## src/rtl/tff_count_pkg.sv

```systemverilog
// tff_count_pkg: shared state encoding and control constants for the T-cell counter
package tff_count_pkg;
  typedef enum logic [1:0] {IDLE, RUN, DONE} state_t;
  localparam logic DIR_UP = 1'b0;
  localparam logic DIR_DOWN = 1'b1;
  localparam logic MODE_ONESHOT = 1'b0;
  localparam logic MODE_CONT = 1'b1;
  localparam int WIDTH_DEF = 4;
endpackage

```

## src/rtl/tff_count_ctrl_cell.sv

```systemverilog
// tff_cell: single T flip-flop storage bit with asynchronous active-low clear
module tff_cell (
  input  logic clk,
  input  logic reset,
  input  logic t,
  output logic q
);
  always_ff @(posedge clk or negedge reset)
    if (!reset) q <= 1'b0;
    else q <= q ^ t;
endmodule

```

## src/rtl/tff_count_ctrl.sv

```systemverilog
// tff_count_ctrl: run FSM sequencing a T-cell bank as a programmable up/down counter
module tff_count_ctrl
  import tff_count_pkg::*;
#(
  parameter int WIDTH = WIDTH_DEF
) (
  input  logic             clk,
  input  logic             reset,
  input  logic             start,
  input  logic             stop,
  input  logic             dir,
  input  logic             mode,
  input  logic [WIDTH-1:0] limit,
  output logic [WIDTH-1:0] count,
  output logic             busy,
  output logic             tc,
  output logic             done
);
  state_t state, nxt;
  logic dir_r, mode_r, ld;
  logic [WIDTH-1:0] limit_r, t, step_t, start_val, term;
  always_ff @(posedge clk or negedge reset)
    if (!reset) begin
      state <= IDLE;
      dir_r <= DIR_UP;
      mode_r <= MODE_ONESHOT;
      limit_r <= '0;
    end else begin
      state <= nxt;
      if (ld) {dir_r, mode_r, limit_r} <= {dir, mode, limit};
    end
  assign start_val = dir_r == DIR_DOWN ? limit_r : '0;
  assign term = dir_r == DIR_DOWN ? '0 : limit_r;
  assign busy = state != IDLE;
  assign tc = state == RUN && count == term;
  assign done = state == DONE;
  // toggle carry chain: bit i flips when all lower bits are 1 (up) or 0 (down)
  always_comb begin : step_chain
    logic cu, cd;
    step_t = '0;
    cu = 1'b1;
    cd = 1'b1;
    for (int i = 0; i < WIDTH; i++) begin
      step_t[i] = dir_r == DIR_DOWN ? cd : cu;
      cu = cu & count[i];
      cd = cd & ~count[i];
    end
  end
  always_comb begin
    nxt = state;
    t = '0;
    ld = 1'b0;
    unique case (state)
      IDLE: if (start && !stop) begin
        nxt = RUN;
        ld = 1'b1;
        t = count ^ (dir == DIR_DOWN ? limit : '0);
      end
      RUN: if (stop) nxt = IDLE;
        else if (tc) begin
          nxt = mode_r == MODE_ONESHOT ? DONE : RUN;
          t = mode_r == MODE_CONT ? count ^ start_val : '0;
        end else t = step_t;
      DONE: nxt = IDLE;
      default: nxt = IDLE;
    endcase
  end
  for (genvar g = 0; g < WIDTH; g++) begin : g_cell
    tff_cell u_cell (.clk(clk), .reset(reset), .t(t[g]), .q(count[g]));
  end
endmodule

```

## config.mk

```make
export PLATFORM = sky130hd
export DESIGN_NAME = tff_count_ctrl
export DESIGN_NICKNAME = d
export VERILOG_FILES = /design/src/rtl/tff_count_pkg.sv /design/src/rtl/tff_count_ctrl_cell.sv /design/src/rtl/tff_count_ctrl.sv
export SDC_FILE = /design/constraint.sdc
export NUM_CORES = 1
export LEC_CHECK = 0
export ABC_AREA = 1
export CAP_MARGIN = 20
export CORE_MARGIN = 3
export CORE_UTILIZATION = 45
export DETAILED_ROUTE_END_ITERATION = 7
export DONT_BUFFER_PORTS = 1
export HOLD_SLACK_MARGIN = 0.08
export SYNTH_ARGS = -nofsm -noshare
export SYNTH_HDL_FRONTEND = slang
export SYNTH_SLANG_ARGS = --single-unit
```

## constraint.sdc

```tcl
create_clock -name clk -period 3.2 [get_ports clk]
set_input_delay 0.8 -clock clk [delete_from_list [all_inputs] [get_ports clk]]
set_output_delay 0.8 -clock clk [all_outputs]
set_load 0.02 [all_outputs]
```

After elaboration in Yosys (flattened, before gate mapping). Cells that the tools add are included.

Eq/ne operators: 5. Muxes and demuxes: 18. Bitwise logic cells: 13. Reductions and logical operators: 6.

Operator list (count): 4-bit 2-to-1 mux (7); 2-bit 2-to-1 mux (4); 4-bit one-hot mux with 2 select lines (1); 4-bit bitwise XOR (2); 1-bit 2-to-1 mux (5); 1-bit bitwise AND (4); 4-bit equality test (1); 2-bit one-hot mux with 2 select lines (1); 1-bit bitwise XOR (4); 3-bit inequality test (second input constant) (1); 1-bit NOT (3); 2-bit by 1-bit equality test with 1-bit output (second input constant) (1); 2-bit equality test (second input constant) (1); 1-bit logical AND (2); 2-bit zero test (1); 2-bit inequality test (second input constant) (1); 2-bit AND reduction (1); 2-bit nonzero test (1); 1-bit zero test (1).

Bits in registers: 12. Bits of input ports: 10. Output and inout port bits: 7. Logic and storage cells: 50.

Longest topological paths before layout.
Word-level depth: 8. Depth in mapped cells: 11.

By module. A second synthesis with hierarchy kept.

Cells, all modules: 145. Area, all modules: 888.4 um^2.

By module, submodules not included: tff_count_ctrl (instances 1, cells each 121, area each 713.2 um^2, sequential area each 200.2 um^2); tff_cell (instances 4, cells each 6, area each 43.8 um^2, sequential area each 25.0 um^2).

Worst setup path after synthesis. Ideal clock, no wire load.

Kind: reg2out. From: register dir_r. To: output tc. Data arrival time: 1.057 ns. Required time: 2.400 ns. Path slack: 1.343 ns. Stages on the path, launching flop included: 8. Cell sequence: dfrtp_1 -> inv_2 -> nand2_1 -> nand2_1 -> nand2_1 -> nor2_4 -> nand3_4 -> inv_1.

Word-level cells in the longest chain between the ends: 3.

RTL lines: from (decl) (RTL line tff_count_ctrl.sv:20) `logic dir_r, mode_r, ld;`; from (signal assigned) (RTL line tff_count_ctrl.sv:30) `if (ld) {dir_r, mode_r, limit_r} <= {dir, mode, limit};`; 4-bit 2-to-1 mux (RTL line tff_count_ctrl.sv:33) `assign term = dir_r == DIR_DOWN ? '0 : limit_r;`; 4-bit equality test (RTL line tff_count_ctrl.sv:35) `assign tc = state == RUN && count == term;`; 1-bit logical AND (RTL line tff_count_ctrl.sv:35); to (decl) (RTL line tff_count_ctrl.sv:16) `output logic tc,`.

No other way between the ends.

Worst setup path after layout. Ends and elaborated chain as after synthesis.

==> tab_implementation.tex <==
\begin{tabular}{lr}
\hline
Metric & Value \\
\hline
\multicolumn{2}{l}{\textbf{Critical path}} \\
Required time worst endpoint & approximately 2400 ps \\
Reg2reg start & dir\_r \\
Arrival time at the worst endpoint & 1660 ps \\
Critical path cell sequence & inv\_2 > nand2\_1 > nand2\_1 > nand2\_1 > nor2\_4 > nand3\_4 > inv\_1 \\
Register-to-Register Path Depth & 9 \\
Kind of capture point of the worst setup path & output port \\
Slowest cell delay on critical path & approximately 520 ps \\
Worst Setup Path Type & reg2out \\
Critical path buffers and inverters & 2 \\
Crit path top cell by count & sky130\_fd\_sc\_hd\_\_nand2\_1 \\
Launching element of the worst setup path & dir\_r \\
Kind of cell adding the most delay to the critical path & flip-flops \\
Launching element type of the critical path & flop \\
Slowest cell on the critical path & sky130\_fd\_sc\_hd\_\_dfrtp\_1 \\
Number of cells on the critical path & 7 \\
Crit Path Max Fanout & 12 \\
\multicolumn{2}{l}{\textbf{Placement}} \\
GPL Wtd Cong & about 0.82 \\
Half-perimeter wire length after placement & 1550 um \\
Port buffer count & 0 \\
Post-Place Cells & 156 \\
\multicolumn{2}{l}{\textbf{Routing}} \\
Via count & about 860 \\
Initial DRT Pass Iterations & 4 \\
Residual antenna-violating net count after detailed routing & 0 \\
Drt via density & around 5.4 \\
Detailed Route Iter0 Violations & 28 \\
Total length of routed wires & 1990 um \\
Routed WL per cell & approximately 12 um \\
Remaining design rule violation count & 0 \\
\multicolumn{2}{l}{\textbf{Clocking}} \\
CTS Hold Bufs & 0 \\
Clock insertion delay at the later pin of the skew report & between 200 and 300 ps \\
Clock tree from TritonCTS & built \\
Clock-pin slew on the worst setup and hold paths & 80 ps \\
Total of cells resized after clock tree synthesis & 0 \\
Clock root buffer & sky130\_fd\_sc\_hd\_\_clkbuf\_4 \\
Number of clock sinks & 12 \\
Number of buffers created by CTS & 3 \\
H-tree depth & 1 \\
Max Buffers Root-to-Sink & 2 \\
Buffers inserted by post-CTS timing repair & 0 \\
\multicolumn{2}{l}{\textbf{Global routing}} \\
Met2 Resource Use GR & 27.9\% \\
Antenna violations before repair & 0 \\
GR peak layer & met2 \\
Global-route wire length before repair & between 3000 and 4000 um \\
Largest net degree at the start of global routing & 14 \\
Global-route usage over all layers & between 15 and 20\% \\
Final global-route overflow total & 0 \\
Met1 routing resource usage after global routing & 22.3\% \\
Vias in the first global route & about 800 \\
M3 GR Usage & around 3.8\% \\
\multicolumn{2}{l}{\textbf{Timing}} \\
Count of endpoints failing setup in the final report & 0 \\
Clk\_skew & around 3 ps \\
Number of pins exceeding their max-slew limit in the final report & 0 \\
Total Neg Setup Slack & 0 ps \\
Period minus WS final & 2460 ps \\
Hold Vio Cnt, Final & 0 \\
Final worst-path cycle share & between 70\% and 80\% \\
Upper clock frequency limit & roughly 410 MHz \\
Unrepaired setup endpoints after global routing & false \\
Max-slew headroom at the worst pin & 71.3\% \\
Slew at the pin closest to its max-slew limit & between 400 and 500 ps \\
\multicolumn{2}{l}{\textbf{Finish}} \\
Post-Route Utilization & between 50\% and 60\% \\
Total area of multi-input combinational cells & 505 um2 \\
Synth-to-Final Area Change & 3.14\% \\
ANT cells & 0 \\
Total number of nets in the final design & around 150 \\
Fill cell total of the finished layout & 187 \\
Share of cells above drive strength 1 & roughly an eighth \\
Area taken by flip-flops and latches & 300 um2 \\
Final cell count without fillers & 160 \\
\multicolumn{2}{l}{\textbf{Logic synthesis}} \\
Warnings from Yosys & 0 \\
Most frequent cell after synthesis & sky130\_fd\_sc\_hd\_\_nand2\_1 \\
Combined area of all synthesized cells & just over 900 um2 \\
Share of synthesized cell area in and, or, nand and nor gates & 45.6\% \\
Unique masters post-synth & 20 \\
Cells taking the most area after synthesis & sky130\_fd\_sc\_hd\_\_dfrtp\_1 33\%, sky130\_fd\_sc\_hd\_\_nand2\_1 19\%, sky130\_fd\_sc\_hd\_\_nand3\_1 13\% \\
Post-synth top area share & 32.8\% \\
Synthesized-area fraction occupied by ao, oa, aoi and oai cells & under 10\% \\
Most used DFF post-synth & sky130\_fd\_sc\_hd\_\_dfrtp\_1 \\
Synthesized netlist cell count & between 100 and 150 \\
Main combinational cell family by area after synthesis & simple AND/OR/NAND/NOR gates \\
Asr flop ratio synth & between 90\% and 100\% \\
Yosys top cell by area & sky130\_fd\_sc\_hd\_\_dfrtp\_1 \\
Average size of a mapped cell & 6.69 um2 \\
Number of enable flip-flop cells after synthesis & 0 \\
Xor-xnor portion of the synthesized cell area & under 10\% \\
Syn Nets & 147 \\
Seq/Total Area, Yosys & between 30\% and 40\% \\
Register bit count reported by yosys & 12 \\
Portion of netlist area occupied by mux cells & 0\% \\
Adder and majority cell fraction of the synthesized area & 0\% \\
Synth cell count leaders & 47 x sky130\_fd\_sc\_hd\_\_nand2\_1, 23 x sky130\_fd\_sc\_hd\_\_nand3\_1, 12 x sky130\_fd\_sc\_hd\_\_dfrtp\_1, 12 x sky130\_fd\_sc\_hd\_\_inv\_1, 11 x sky130\_fd\_sc\_hd\_\_o21ai\_0 \\
\multicolumn{2}{l}{\textbf{Floorplanning}} \\
Number of rows created at floorplan & 15 \\
Die Outline Area & 2610 um2 \\
Core box area & between 1500 and 2000 um2 \\
Starting Density & just over 50\% \\
IO Pins & 17 \\
Die width & 51.1 um \\
Die span in y & roughly 51 um \\
\multicolumn{2}{l}{\textbf{Flow run}} \\
Max Cap Viol & 0 \\
\multicolumn{2}{l}{\textbf{Pwr}} \\
Final Power & 0.932 mW \\
Pwr/cell area & 987 nW/um2 \\
Leak Pwr & between 0.4 and 0.5 nW \\
Worst ir drop on vdd & 0.379 mV \\
\multicolumn{2}{l}{\textbf{Min path}} \\
Worst min-delay path class & in2async \\
\multicolumn{2}{l}{\textbf{Status}} \\
Result of the run & completed \\
\hline
\end{tabular}
[final cells by class]
class                   count  share of cell area [%]
multi-input cells         101                    53.5
flip-flops and latches     12                    31.8
inverters                  17                    6.75
clock buffers               4                    3.84
well taps                  25                    3.31
repair buffers              1                   0.795
[sequential cells by signal (all words and copies together) (netlist names)]
signal	flops
g_cell.u_cell.q	4
limit_r	4
mode_r	1
state	2
dir_r	1
[worst register-to-register path, stage by stage (launching register included)]
cell                      delay (ps)
sky130_fd_sc_hd__dfrtp_1         520
sky130_fd_sc_hd__inv_2           190
sky130_fd_sc_hd__nand2_1          90
sky130_fd_sc_hd__nand2_1          60
sky130_fd_sc_hd__nand2_1          80
sky130_fd_sc_hd__nor2_4          150
sky130_fd_sc_hd__nand3_4         120
sky130_fd_sc_hd__nand2_1         100
sky130_fd_sc_hd__nand2_1          70
sky130_fd_sc_hd__xor2_1          140
[layer usage]
metal / vias to the layer above / wire length (um)
li1: 436 / -
met1: 388 / 902
met2: 30 / 909
met3: 5 / 149
met4: 0 / 25
met5: - / 0
[report_power, final]
group          total, mW  internal [mW]  switching (mW)
registers          0.364          0.215           0.149
logic              0.444          0.159           0.285
clock network      0.125         0.0692          0.0556
[cells in the final DEF (no fill, tap or decap), drive strengths merged, types with 2 or more instances in the layout]
cell | Yosys | routed
nand2 | 49 | 49
nand3 | 24 | 24
o21ai | 11 | 11
dfrtp | 12 | 12
clkbuf | 1 | 4
nand4 | 3 | 3
xor2 | 2 | 2
nor2 | 8 | 8
inv | 17 | 17
[metrics by stage]
stage | instance area [um2] | hold slack [ps] | setup slack, ps
global placement | 908 | 505 | 1070
global route | 945 | 189 | 591
detailed placement | 908 | 505 | 1050
CTS | 945 | 199 | 734
finish | 945 | 206 | 744
floorplan | 916 | 490 | 1340
[kinds of logic after synthesis]
logic type	after synthesis
buf+inv	24
flops	12
xor+xnor	3
simple gates	86
compound gates	12
[worst paths after layout]
path / slack, ps / to
setup / recovery: 740 / tc
hold / removal: 210 / g_cell[1].u_cell.q
setup reg to reg: 1560 / g_cell[0].u_cell.q
hold reg to reg: 560 / limit_r[2]
max in group asynchronous: 2920 / limit_r[1]
min in group clk: 560 / limit_r[2]
(Power assumes the default switching activity.)
